## src/rtl/key_input_encoder.sv

```systemverilog
// rtl/key_input_encoder.sv - switch synchroniser, debouncer and one-shot key encoder
// Turns 12 raw push switches into one valid/ready key event per debounced press.
module key_input_encoder #(
    parameter int TICK_DIV       = 5,
    parameter int DEBOUNCE_TICKS = 4
) (
    input  logic        clk,
    input  logic        rst,
    input  logic [11:0] sw,
    input  logic        key_ready,
    output logic        key_valid,
    output logic [3:0]  key_code,
    output logic        key_is_digit,
    output logic        busy,
    output logic        overrun,
    output logic        multi_err
);
    localparam int DIV_W = (TICK_DIV > 1) ? $clog2(TICK_DIV) : 1;
    localparam logic [DIV_W-1:0] DIV_LAST = DIV_W'(TICK_DIV - 1);
    localparam logic [3:0] CNT_LAST = 4'(DEBOUNCE_TICKS - 1);

    typedef enum logic [1:0] {IDLE, DEBOUNCE, HELD, RELEASE} state_t;

    logic [11:0]      s1_q, s1_d, s2_q, s2_d, snap_q, snap_d;
    logic [DIV_W-1:0] div_q, div_d;
    logic [3:0]       cnt_q, cnt_d;
    state_t           state_q, state_d;
    logic             key_valid_q, key_valid_d;
    logic [3:0]       key_code_q, key_code_d;
    logic             key_is_digit_q, key_is_digit_d;
    logic             busy_q, busy_d;
    logic             overrun_q, overrun_d;
    logic             multi_err_q, multi_err_d;

    logic             tick;
    logic             snap_onehot;
    logic [3:0]       snap_code;

    assign tick        = (div_q == DIV_LAST);
    assign snap_onehot = (snap_q != 12'd0) && ((snap_q & (snap_q - 12'd1)) == 12'd0);

    // Switch index i maps to code 11-i: sw[11] is digit 0, sw[0] is enter.
    always_comb begin
        snap_code = 4'd0;
        for (int i = 0; i < 12; i++) begin
            if (snap_q[i]) snap_code = 4'(11 - i);
        end
    end

    always_comb begin
        s1_d           = sw;
        s2_d           = s1_q;
        div_d          = tick ? '0 : div_q + 1'b1;
        state_d        = state_q;
        cnt_d          = cnt_q;
        snap_d         = snap_q;
        key_valid_d    = key_valid_q & ~key_ready;
        key_code_d     = key_code_q;
        key_is_digit_d = key_is_digit_q;
        overrun_d      = 1'b0;
        multi_err_d    = 1'b0;

        if (tick) begin
            case (state_q)
                IDLE: begin
                    if (s2_q != 12'd0) begin
                        snap_d  = s2_q;
                        cnt_d   = 4'd1;
                        state_d = DEBOUNCE;
                    end
                end
                DEBOUNCE: begin
                    if (s2_q != snap_q) begin
                        cnt_d   = 4'd0;
                        state_d = IDLE;
                    end else if (cnt_q != CNT_LAST) begin
                        cnt_d = cnt_q + 4'd1;
                    end else begin
                        cnt_d   = 4'd0;
                        state_d = HELD;
                        if (!snap_onehot) begin
                            multi_err_d = 1'b1;
                        end else if (!key_valid_q || key_ready) begin
                            // A same-cycle consume frees the slot, so the new key wins.
                            key_valid_d    = 1'b1;
                            key_code_d     = snap_code;
                            key_is_digit_d = (snap_code < 4'd10);
                        end else begin
                            overrun_d = 1'b1;
                        end
                    end
                end
                HELD: begin
                    if (s2_q == 12'd0) begin
                        cnt_d   = 4'd1;
                        state_d = RELEASE;
                    end
                end
                RELEASE: begin
                    if (s2_q != 12'd0) begin
                        cnt_d   = 4'd0;
                        state_d = HELD;
                    end else if (cnt_q == CNT_LAST) begin
                        cnt_d   = 4'd0;
                        state_d = IDLE;
                    end else begin
                        cnt_d = cnt_q + 4'd1;
                    end
                end
                default: begin
                    cnt_d   = 4'd0;
                    state_d = IDLE;
                end
            endcase
        end

        busy_d = (state_d != IDLE);
    end

    always_ff @(posedge clk or negedge rst) begin
        if (!rst) begin
            s1_q           <= '0;
            s2_q           <= '0;
            div_q          <= '0;
            cnt_q          <= '0;
            snap_q         <= '0;
            state_q        <= IDLE;
            key_valid_q    <= 1'b0;
            key_code_q     <= '0;
            key_is_digit_q <= 1'b0;
            busy_q         <= 1'b0;
            overrun_q      <= 1'b0;
            multi_err_q    <= 1'b0;
        end else begin
            s1_q           <= s1_d;
            s2_q           <= s2_d;
            div_q          <= div_d;
            cnt_q          <= cnt_d;
            snap_q         <= snap_d;
            state_q        <= state_d;
            key_valid_q    <= key_valid_d;
            key_code_q     <= key_code_d;
            key_is_digit_q <= key_is_digit_d;
            busy_q         <= busy_d;
            overrun_q      <= overrun_d;
            multi_err_q    <= multi_err_d;
        end
    end

    assign key_valid    = key_valid_q;
    assign key_code     = key_code_q;
    assign key_is_digit = key_is_digit_q;
    assign busy         = busy_q;
    assign overrun      = overrun_q;
    assign multi_err    = multi_err_q;
endmodule
```

## config.mk

```make
export PLATFORM = sky130hd
export DESIGN_NAME = key_input_encoder
export DESIGN_NICKNAME = d
export VERILOG_FILES = /design/src/rtl/key_input_encoder.sv
export SDC_FILE = /design/constraint.sdc
export NUM_CORES = 1
export LEC_CHECK = 0
export ABC_CLOCK_PERIOD_IN_PS = 4200
export CAP_MARGIN = 10
export CORE_MARGIN = 10
export CORE_UTILIZATION = 60
export CTS_BUF_LIST = sky130_fd_sc_hd__clkbuf_8 sky130_fd_sc_hd__clkbuf_16
export CTS_CLUSTER_SIZE = 8
export DETAILED_ROUTE_END_ITERATION = 8
export PLACE_DENSITY = 0.83
export SLEW_MARGIN = 15
export SYNTH_ARGS = -nofsm -noshare
export SYNTH_HDL_FRONTEND = slang
export SYNTH_SLANG_ARGS = --single-unit
```

## constraint.sdc

```tcl
create_clock -name clk -period 4.2 [get_ports clk]
set_input_delay 0.84 -clock clk [delete_from_list [all_inputs] [get_ports clk]]
set_output_delay 0.84 -clock clk [all_outputs]
set_load 0.005 [all_outputs]
```

# Yosys cells after proc, flatten, opt, wreduce, memory -nomap -nowiden
# Cells that the tools add are included.
# Widths: inputs -> output; s select.
[totals]
regBits = 54
out_inout_bits = 9
elab_cells = 87
[classes]
add_sub_neg = 3
magnitude_cmp = 1
n_eq_ne = 9
muxes = 45
bitwise_logic = 5
n_reduce_logical = 12
[ops]
columns = ["cell", "count"]
rows = [
  ["$mux 4", 18],
  ["$logic_not 12->1", 2],
  ["$reduce_bool 12->1", 2],
  ["$mux 1", 17],
  ["$pmux 4 s4", 1],
  ["$mux 2", 7],
  ["$and 12x12->12", 1],
  ["$ne 12x12->1", 1],
  ["$sub 12x1->12 const B", 1],
  ["$pmux 2 s4", 1],
  ["$reduce_and 3->1", 2],
  ["$reduce_and 6->1", 1],
  ["$add 4x1->4 const B", 1],
  ["$eq 2x2->1 const B", 2],
  ["$eq 4x2->1 const B", 1],
  ["$lt 4x4->1 const B", 1],
  ["$ne 2x2->1 const B", 2],
  ["$ne 4x2->1 const B", 1],
  ["$add 3x1->3 const B", 1],
  ["$eq 3x3->1 const B", 1],
  ["$mux 3", 1],
  ["$not 1->1", 3],
  ["$eq 2x1->1 const B", 1],
  ["$logic_not 2->1", 1],
  ["other kinds (5)", 5],
]

# Depth between registers and ports, before layout
# Gate-level depths: netlist of the first run.
[logic_depth]
depth_word = 13
mapped_depth = 8

# Least setup slack after synthesis of the first run
# OpenSTA, ideal clock, no wires.
[synth_path]
path_type = "register to register"
start = "register snap_q[6]"
end = "register key_code_q[0], in the netlist key_code[0]"
arrival_time_ns = 2.057
t_required_ns = 4.075
setup_slack_ns = 2.018
path_stages_with_launch = 6
n_path_buf = 0
cell_sequence = "dfrtp_1 > or4_4 > nor2_1 > o221ai_2 > nor4b_4 > mux2_2"
[synth_between]
elab_chain_cells = 6
word_cells_on_any_way = 14
classes_between = "1 x add/sub; 1 x eq/ne; 6 x mux; 2 x bitwise; 4 x reduce/logical"
[synth_lines]
columns = ["item", "line_no", "rtl"]
rows = [
  ["start, declared", "24", "logic [11:0] s1_q, s1_d, s2_q, s2_d, snap_q, snap_d;"],
  ["start signal, assigned", "139", "snap_q <= snap_d;"],
  ["parallel branches: the longest is 6 deep, another holds $sub 12x1->12", "--", ""],
  ["end signal, assigned", "142", "key_code_q <= key_code_d;"],
  ["end, declared", "29", "logic [3:0] key_code_q, key_code_d;"],
]
# Parallel ways; which one is timed is not known.
# A chain may end at the register's enable or synchronous reset.

# Worst setup path in the final report of the first run
[layout_path]
start = "register cnt_q[0]"
end = "register key_code_q[0], in the netlist key_code[0]"
[layout_between]
elab_chain_cells = 3
[layout_lines]
columns = ["item", "line_no", "rtl"]
rows = [
  ["start, declared", "26", "logic [3:0] cnt_q, cnt_d;"],
  ["start signal, assigned", "138", "cnt_q <= cnt_d;"],
  ["$ne 4x2->1", "76", "end else if (cnt_q != CNT_LAST) begin"],
  ["$not 1->1 (no line)", "--", ""],
  ["$reduce_and 6->1 (no line)", "--", ""],
]
# Every way passes these cells.

==> results of run 1 <==
-- flip-flops by register name, summed over array words and instances (netlist names) --
| register | flops |
|---|---|
| busy | 1 |
| cnt_q | 4 |
| div_q | 3 |
| key_code | 4 |
| key_is_digit | 1 |
| key_valid | 1 |
| multi_err | 1 |
| overrun | 1 |
| s1_q | 12 |
| s2_q | 12 |
| snap_q | 12 |
| state_q | 2 |
-- per-layer routing --
layer	vias to the layer above	global-route usage, %
met1	819	15.0
met4	0	6.15
li1	759	-
met3	11	4.69
met5	-	0
met2	46	20.8
-- layout make-up --
class / count / share of cell area (%)
Clock inverter: 3 / 1.74
Multi-Input combinational cell: 125 / 34.6
Clock buffer: 5 / 2.51
Tap cell: 48 / 2.19
Timing Repair Buffer: 23 / 8.31
Inverter: 10 / 1.37
Sequential cell: 54 / 49.3
-- per-stage QoR --
stage,std cells,hold slack (ns),setup WS (ns),instance area [sq um],util [%]
final,268,0.357,1.74,2740,72.7
after global routing,268,0.365,1.59,2740,72.7
after CTS,268,0.357,1.74,2740,72.6
after detailed placement,260,0.337,1.76,2620,69.5
after global placement,260,0.333,1.88,2620,69.5
after floorplan,199,0.331,2.02,2410,-
-- cell usage after synthesis (all sizes together) (2+ instances only) --
cell     instances
o311ai           2
clkbuf           6
o21ai            7
nor3             2
o211ai           3
nand2            7
mux2i            2
nor3b            3
o31ai            2
buf              4
nand2b           2
nor4            10
nand3            9
ha               3
or4              4
nand4            2
a211oi           4
nor4b            2
inv             10
a21oi            2
dfrtp           54
o2111ai          2
and2             2
xor2            13
nor2            11
mux2            16
and3             2
or3              2
-- where the power goes --
group	switching (uW)	total (uW)	internal, uW
registers	23.8	561	537
logic	24.3	52.2	28.0
clock network	176	358	182
total	224	971	747
-- path summary, 6_finish.rpt --
kind,to
worst max-delay path,key_code[0]
worst min-delay path,s2_q[6]
worst max register to register,key_code[0]
worst min register to register,s2_q[6]
max in group asynchronous,snap_q[3]
min in group asynchronous,cnt_q[1]
-- logic make-up (layout without fill, tap and decap cells) --
logic type / Yosys count / after routing
compound gates: 29 / 29
xor+xnor: 13 / 13
fa+ha+maj: 4 / 4
buf+inv: 20 / 41
flops: 54 / 54
mux: 18 / 18
simple gates: 61 / 61
==> qor.yml, run 1 <==
layout:
  fin_nets: 237
  seq_area_sq_um: 1350
  final_common_cell: "dfrtp_1"
  drive_above_1_share_pct: 14.5
  final_cell_mix: "54 x dfrtp_1, 22 x clkdlybuf4s50_1, 16 x mux2_2"
  fillCellCount: 236
  syn_to_final_growth_pct: 13.7
  multi_input_area_sq_um: 947
  antenna_cells: 0
clock_tree:
  cts.sinks: 54
  clk_latency_ns: 0.31
  postCtsResizedCells: 0
  cts-root-buf: "clkbuf_8"
  cts_buffer_depth: 2
  clk_pin_slew_ns: 0.10
  hold_buffers: 0
  h-tree-depth: 2
  cts_setup_buffers: 0
  cts-buffers-inserted: 5
  cts_tree: "built"
floorplan:
  die-height_microns: 83.4
  num_rows: 22
  num_io_pins: 24
  die_x_microns: 83.4
  core_area_sq_um: 3770
  dieArea_sq_um: 6950
  start_util_pct: 63.9
logic_synthesis:
  synth_simple_gate_area_share_pct: 15.2
  syn_area_per_cell_sq_um: 12.1
  synth.mux.area_fraction_pct: 8.31
  synth_area_leaders: "dfrtp_1 56%, mux2_2 7.5%, xor2_1 4.7%, nor4_1 2.3%, nand3_1 1.9%"
  synth_edf_count: 0
  seq_area_frac_synth_pct: 56.1
  synth_top_area_cell: "dfrtp_1"
  synth_compound_gate_area_share_pct: 9.14
  synth-adder-area-share_pct: 1.97
  synth-main-ff-cell: "dfrtp_1"
  synth-xor-area-share_pct: 4.72
  synthCells: 199
  syn_nets: 217
  syn_area_sq_um: 2410
  ys_ff_latch: 54
  synth_cell_types: 48
  ys_warn_count: 0
  async_reset_ff_share_pct: 100
  synth_top_family_by_area: "simple AND/OR/NAND/NOR gates"
  synth_top_cell_area_share_pct: 56.1
critical_path:
  r2r_start: "cnt_q[0]"
  cp-end-kind: "flip-flop"
  cp_num_cells: 6
  crit_path_frequent_cell: "nor3b_1"
  crit_start: "cnt_q[0]"
  reg2reg_slack_ns: 1.74
  r2r_cells: 6
  crit_arrival_ns: 2.67
  crit_buf_inv: 0
  worst-setup-path-type: "flip-flop to flip-flop"
  start_kind: "flip-flop"
  critical-path-slowest-cell: "nor4b_4"
  max_stage_delay_ns: 0.45
  required_ns: 4.41
  crit_chain: "ha_1, nor3b_1, nor3b_1, nand4_1, nor4b_4, mux2_2"
  cp_max_fo: 5
  cp_top_family: "simple AND/OR/NAND/NOR gates"
global_routing:
  grt_usage_pct: 13.0
  antenna_found_initial: 0
  grt_pass1_vias: 1674
  overflow: 0
  grt_max_degree: 55
  grt_pass1_wl_microns: 7700
power:
  leakage_uw: 0.00116
  total_power_uw: 971
  p_per_area_nw_per_um2: 354
  ir_drop_uv: 339
timing:
  period_share_pct: 58.6
  worst_pin_slew_ns: 0.638
  hold_viol_final: 0
  slew_violations: 0
  slew_headroom_pct: 57.1
  tns_ns: 0
  finClkSkew_ns: 0.0107
  max_freq_mhz: 406
  setup_violations: 0
  rsz0062_at_grt: "false"
  fin_crit_ns: 2.46
placement:
  portBuffers: 23
  dp_hpwl_microns: 3260
  place_congestion: 0.932
route:
  top_layer: "met4"
  vias: 1635
  wl_met3_microns: 249
  wl_per_cell_microns: 16.4
  ant_nets: 0
  wirelength_met1_microns: 1890
  vias_per_cell: 6.10
  first_pass_iters: 4
  drcViolationCount: 0
  wl_microns: 4400
  wl_met2_microns: 2160
  drt_iter0_drc: 174
outcome:
  status: "complete, no violations"
min_path:
  hold_path.class: "flip-flop to flip-flop"
  holdPathStages: 0
  min_from: "s1_q[6]"
flow_run:
  drv_cap: 0
Note: power is estimated with default switching activity, not from simulation.
==> run 2, diff against run 1 <==
--- a/config.mk
+++ b/config.mk
@@ -5,14 +5,14 @@
 export SDC_FILE = /design/constraint.sdc
 export NUM_CORES = 1
 export LEC_CHECK = 0
-export ABC_CLOCK_PERIOD_IN_PS = 4200
+export ABC_CLOCK_PERIOD_IN_PS = 2400
 export CAP_MARGIN = 10
 export CORE_MARGIN = 10
-export CORE_UTILIZATION = 60
+export CORE_UTILIZATION = 56
 export CTS_BUF_LIST = sky130_fd_sc_hd__clkbuf_8 sky130_fd_sc_hd__clkbuf_16
 export CTS_CLUSTER_SIZE = 8
 export DETAILED_ROUTE_END_ITERATION = 8
-export PLACE_DENSITY = 0.83
+export PLACE_DENSITY = 0.79
 export SLEW_MARGIN = 15
 export SYNTH_ARGS = -nofsm -noshare
 export SYNTH_HDL_FRONTEND = slang
==> constraint.sdc (replaced) <==
create_clock -name clk -period 2.4 [get_ports clk]
set_input_delay 0.48 -clock clk [delete_from_list [all_inputs] [get_ports clk]]
set_output_delay 0.48 -clock clk [all_outputs]
set_load 0.005 [all_outputs]
==> run 2 against run 1 <==
Routed wire length increased by 5.4%. Core utilization down 3.3 points. Sequential share of layout area shrank 1.6 points. Die area rose by 5.4%. Critical endpoint is now key_is_digit. Largest power group unchanged.
==> qor.yml, run 2 (same netlist as run 1, synthesis figures left out) <==
clock_tree:
  cts-buffers-inserted: 5  # unchanged
  cts_buffer_depth: 2  # unchanged
  postCtsResizedCells: 0  # unchanged
  cts_setup_buffers: 0  # unchanged
  cts_tree: "built"
  clk_pin_slew_ns: 0.10  # about the same
  cts.sinks: 54  # unchanged
  clk_latency_ns: 0.31  # about the same
  h-tree-depth: 2  # unchanged
  hold_buffers: 0  # unchanged
  cts-root-buf: "clkbuf_8"
floorplan:
  dieArea_sq_um: 7330  # +5.4%
  num_rows: 23  # +4.5%
  num_io_pins: 24  # unchanged
  start_util_pct: 59.0  # -4.9 points
  die_x_microns: 85.6  # +2.7%
  die-height_microns: 85.6  # +2.7%
  core_area_sq_um: 4090  # +8.4%
power:
  p_clk_share_pct: 32.9  # -4.0 points
  pwr-share-seq_pct: 60.4  # +2.6 points
  ir_drop_uv: 459  # +35%
  internal_power_uw: 1210  # +62%
  switching_share_pct: 25.1  # +2.1 points
  pwr-share-comb_pct: 6.7  # +1.3 points
  p_per_area_nw_per_um2: 572  # +61%
  switchingPower_uw: 407  # +82%
  leakage_uw: 0.00121  # +4.2%
route:
  ant_nets: 0  # unchanged
  vias_per_cell: 6.03  # -1.2%
  drcViolationCount: 0  # unchanged
  wl_microns: 4640  # +5.4%
  drt_iter0_drc: 111  # -36%
  vias: 1688  # +3.2%
  wl_per_cell_microns: 16.6  # +0.91%
  first_pass_iters: 4  # unchanged
placement:
  dp_hpwl_microns: 3470  # +6.6%
  place_congestion: 0.887  # -4.8%
  portBuffers: 23  # unchanged
  placed_area_sq_um: 2710  # +3.4%
outcome:
  status: "complete, no violations"
layout:
  largest_registers: "s1_q (12), s2_q (12), snap_q (12)"
  antenna_cells: 0  # unchanged
  fin_nets: 247  # +4.2%
  fin_area_sq_um: 2830  # +3.4%
  drive_above_1_share_pct: 20.9  # +6.3 points
  final_cell_mix: "53 x dfrtp_1, 22 x clkdlybuf4s50_1, 16 x mux2_2"
  syn_to_final_growth_pct: 17.6
  final_common_cell: "dfrtp_1"
timing:
  slew_violations: 0  # unchanged
  finClkSkew_ns: 0.0164  # +0.00572 ns
  holdWs_ns: 0.142  # -0.214 ns
  slew_headroom_pct: 68.7  # +12 points
  worst_pin_slew_ns: 0.465  # -0.173 ns
  hold_viol_final: 0  # unchanged
  max_freq_mhz: 446  # +9.8%
  fin_crit_ns: 2.24  # -0.220 ns
  tns_ns: 0  # unchanged
  period_share_pct: 93.4  # +35 points
  setup_violations: 0  # unchanged
critical_path:
  crit_arrival_ns: 2.45  # -0.22 ns
  worst-setup-path-type: "flip-flop to flip-flop"
  start_kind: "flip-flop"
  cp_max_fo: 6  # +1
  cp-end-kind: "flip-flop"
  required_ns: 2.60  # -1.81 ns
global_routing:
  overflow: 0  # unchanged
  antenna_found_initial: 0  # unchanged
  grt_pass1_vias: 1699  # +1.5%
  grt_pass1_wl_microns: 8140  # +5.7%
  grt_usage_pct: 13.5  # +0.55 points
  grt_max_degree: 55  # unchanged
flow_run:
  drv_cap: 0  # unchanged
min_path:
  hold_path.class: "input pin to async pin"
run 2: worst max-delay path, stage by stage (launching register included):
cell and delay, ns:
dfrtp_1 0.46, or4_4 0.60, or3_1 0.39, or4_1 0.41
mux2_2 0.27
run 2: path summary, 6_finish.rpt:
| check | from | end | slack (ns) | cells after the start |
|---|---|---|---|---|
| min in group clk | s1_q[0] | s2_q[0] | 0.36 | 0 |
| hold reg to reg | s1_q[0] | s2_q[0] | 0.36 | 0 |
| max in group asynchronous | rst | s2_q[0] | 2.01 | 2 |
| setup reg to reg | snap_q[6] | key_is_digit | 0.16 | 4 |
| setup / recovery | snap_q[6] | key_is_digit | 0.16 | 4 |
| hold / removal | rst | key_code[1] | 0.14 | 2 |
run 2: through the flow:
step                      utilization [%]  power, uW  instances  setup slack (ns)
final                                69.4       1620        280             0.157
after global routing                 69.4       1700        280          -0.00414
after floorplan                         -       1040        199             0.218
after CTS                            68.7       1620        280             0.103
after detailed placement             66.4       1100        272             0.142
after global placement               66.4       1090        272             0.225
run 2: final cells by class:
class | instances | area [sq um]
clock buffer | 5 | 68.8
clock inverter | 3 | 26.3
fill | 281 | 1250
inverter | 10 | 37.5
multi-input combinational | 125 | 973
sequential | 54 | 1350
tap | 50 | 62.6
timing repair buffer | 33 | 313
run 2: power groups by stage:
stage          Sequential (uW)  Combinational (uW)  Clock (uW)
2_1_floorplan              978                64.5           0
3_3_place_gp               991                 102           0
3_5_place_dp               996                 107           0
4_1_cts                    978                 107         538
5_1_grt                    984                 122         589
6_report                   979                 109         533
run 2: per-layer routing:
layer,up-vias,GRT usage (%),part of all wire (%)
li1,779,-,-
met1,833,15.6,41
met2,61,23.0,50
met3,15,4.07,6.3
met4,0,5.24,2.4
met5,-,0,0
==> run 3, diff against run 2 <==
--- a/config.mk
+++ b/config.mk
@@ -8,11 +8,10 @@
 export ABC_CLOCK_PERIOD_IN_PS = 2400
 export CAP_MARGIN = 10
 export CORE_MARGIN = 10
-export CORE_UTILIZATION = 56
+export CORE_UTILIZATION = 30
 export CTS_BUF_LIST = sky130_fd_sc_hd__clkbuf_8 sky130_fd_sc_hd__clkbuf_16
 export CTS_CLUSTER_SIZE = 8
 export DETAILED_ROUTE_END_ITERATION = 8
-export PLACE_DENSITY = 0.79
 export SLEW_MARGIN = 15
 export SYNTH_ARGS = -nofsm -noshare
 export SYNTH_HDL_FRONTEND = slang
==> run 3 against run 2 <==
Clock skew is 0.0087 ns lower. Clock-buffer cell count unchanged. Power up 5.4%. Die area grew 64%. Critical path depth increased by 1. Worst setup slack lost 0.024 ns. Core utilization down 32 points. Sequential power down 0.4%. Largest cell class unchanged. Largest power group unchanged.
==> qor.yml, run 3 (same netlist as run 1, synthesis figures left out) <==
critical_path:
  r2r_start: "snap_q[0]"
  r2r_cells: 5  # +1
  crit_buf_inv: 0  # unchanged
  reg2reg_slack_ns: 0.13  # -0.02 ns
  max_stage_delay_ns: 0.47  # -0.13 ns
  start_kind: "flip-flop"
  cp_max_fo: 7  # +1
  crit_start: "snap_q[0]"
  endpoint: "key_is_digit"
  regToRegEndpoint: "key_is_digit"
  crit_arrival_ns: 2.47  # +0.02 ns
  cp-end-kind: "flip-flop"
  critical-path-slowest-cell: "dfrtp_1"
  cp_num_cells: 5  # +1
  worst-setup-path-type: "flip-flop to flip-flop"
  required_ns: 2.60  # about the same
  crit_chain: "nor4_2, nor4b_2, o221ai_2, nor4b_4, mux2_2"
  cp_top_family: "simple AND/OR/NAND/NOR gates"
floorplan:
  dieArea_sq_um: 12000  # +64%
  core_area_sq_um: 7770  # +90%
  num_rows: 32  # +39%
  die-height_microns: 110  # +28%
  die_x_microns: 110  # +28%
  start_util_pct: 31.0  # -28 points
  num_io_pins: 24  # unchanged
layout:
  syn_to_final_growth_pct: 20.7
  final_cell_mix: "54 x dfrtp_1, 22 x clkdlybuf4s50_1, 16 x mux2_2"
  drive_above_1_share_pct: 19.7  # -1.1 points
  antenna_cells: 0  # unchanged
  seq_area_sq_um: 1350  # about the same
  fin_nets: 250  # +1.2%
  multi_input_area_sq_um: 953  # -2.1%
  largest_registers: "s1_q (12), s2_q (12), snap_q (12)"
  fillCellCount: 768  # +170%
  final_common_cell: "dfrtp_1"
  fin_util_pct: 37.5  # -32 points
clock_tree:
  cts_buffer_depth: 2  # unchanged
  cts_tree: "built"
  cts.sinks: 54  # unchanged
  cts-root-buf: "clkbuf_8"
  clk_latency_ns: 0.31  # about the same
  cts-buffers-inserted: 5  # unchanged
  h-tree-depth: 2  # unchanged
  hold_buffers: 0  # unchanged
  clk_pin_slew_ns: 0.10  # about the same
global_routing:
  grt_pass1_vias: 1598  # -5.9%
  grt_max_degree: 55  # unchanged
  grt_pass1_wl_microns: 7620  # -6.4%
  antenna_found_initial: 0  # unchanged
  overflow: 0  # unchanged
  grt_usage_pct: 7.84  # -5.7 points
timing:
  slew_violations: 0  # unchanged
  period_share_pct: 94.4  # +0.99 points
  hold_viol_final: 0  # unchanged
  worst_pin_slew_ns: 0.668  # +0.203 ns
  holdWs_ns: 0.273  # +0.131 ns
  fin_crit_ns: 2.27  # +0.0237 ns
  rsz0062_at_grt: "false"
  tns_ns: 0  # unchanged
  slew_headroom_pct: 55.4  # -13 points
  setup_violations: 0  # unchanged
  max_freq_mhz: 441  # -1.0%
  finClkSkew_ns: 0.00769  # -0.00871 ns
min_path:
  hold_path.class: "input pin to async pin"
route:
  first_pass_iters: 4  # unchanged
  drt_iter0_drc: 75  # -32%
  vias: 1578  # -6.5%
  ant_nets: 0  # unchanged
  wl_per_cell_microns: 13.1  # -21%
  drcViolationCount: 0  # unchanged
  wl_microns: 4390  # -5.5%
  vias_per_cell: 4.71  # -22%
placement:
  dp_hpwl_microns: 3190  # -8.2%
  place_congestion: 0.826  # -6.9%
  portBuffers: 23  # unchanged
outcome:
  status: "complete, no violations"
flow_run:
  drv_cap: 0  # unchanged
power:
  ir_drop_uv: 275  # -40%
  leakage_uw: 0.00123  # +1.2%
  p_per_area_nw_per_um2: 587  # +2.7%
## run 3: area by class of cell
class | instances | area share (%)
multi-input cells | 125 | 32.8
clock inverters | 3 | 1.63
repair buffers | 36 | 11.1
flip-flops and latches | 54 | 46.5
clock buffers | 5 | 2.37
well taps | 102 | 4.39
inverters | 10 | 1.29
## run 3: worst min-delay path by stage
stage,from,to,slack [ns]
global placement,s1_q[5],s2_q[5],0.33
floorplan,rst,busy,0.18
global route,rst,key_code[2],0.33
finish,rst,key_code[2],0.27
CTS,rst,key_code[2],0.31
detailed placement,s1_q[10],s2_q[10],0.33
## run 3: power by group
| part | switching [uW] | total, uW | internal (uW) |
|---|---|---|---|
| logic | 49.3 | 106 | 56.7 |
| registers | 34.2 | 975 | 940 |
| clock network | 310 | 628 | 319 |
## run 3: metrics by stage
step	setup slack, ns	power, uW	std cells	instance area [sq um]
after floorplan	0.218	1040	199	2410
after global placement	0.149	1100	327	2790
after detailed placement	0.0912	1100	327	2790
after CTS	0.0705	1730	335	2900
after global routing	0.00488	1790	335	2910
final	0.134	1710	335	2910
## run 3: repair_timing
item / 4_1_cts / 5_1_grt
gates resized for setup: 0 / 1
hold endpoints to repair: 0 / 0
endpoints found under the setup margin: 0 / 3
buffers inserted: 0 / 0
## run 3: per-layer routing
metal	global-route usage, %	vias up	routed length (microns)
met5	0	-	0
met4	3.07	0	47
met3	2.75	6	292
met2	11.3	44	1850
met1	10.5	746	2200
li1	-	782	-
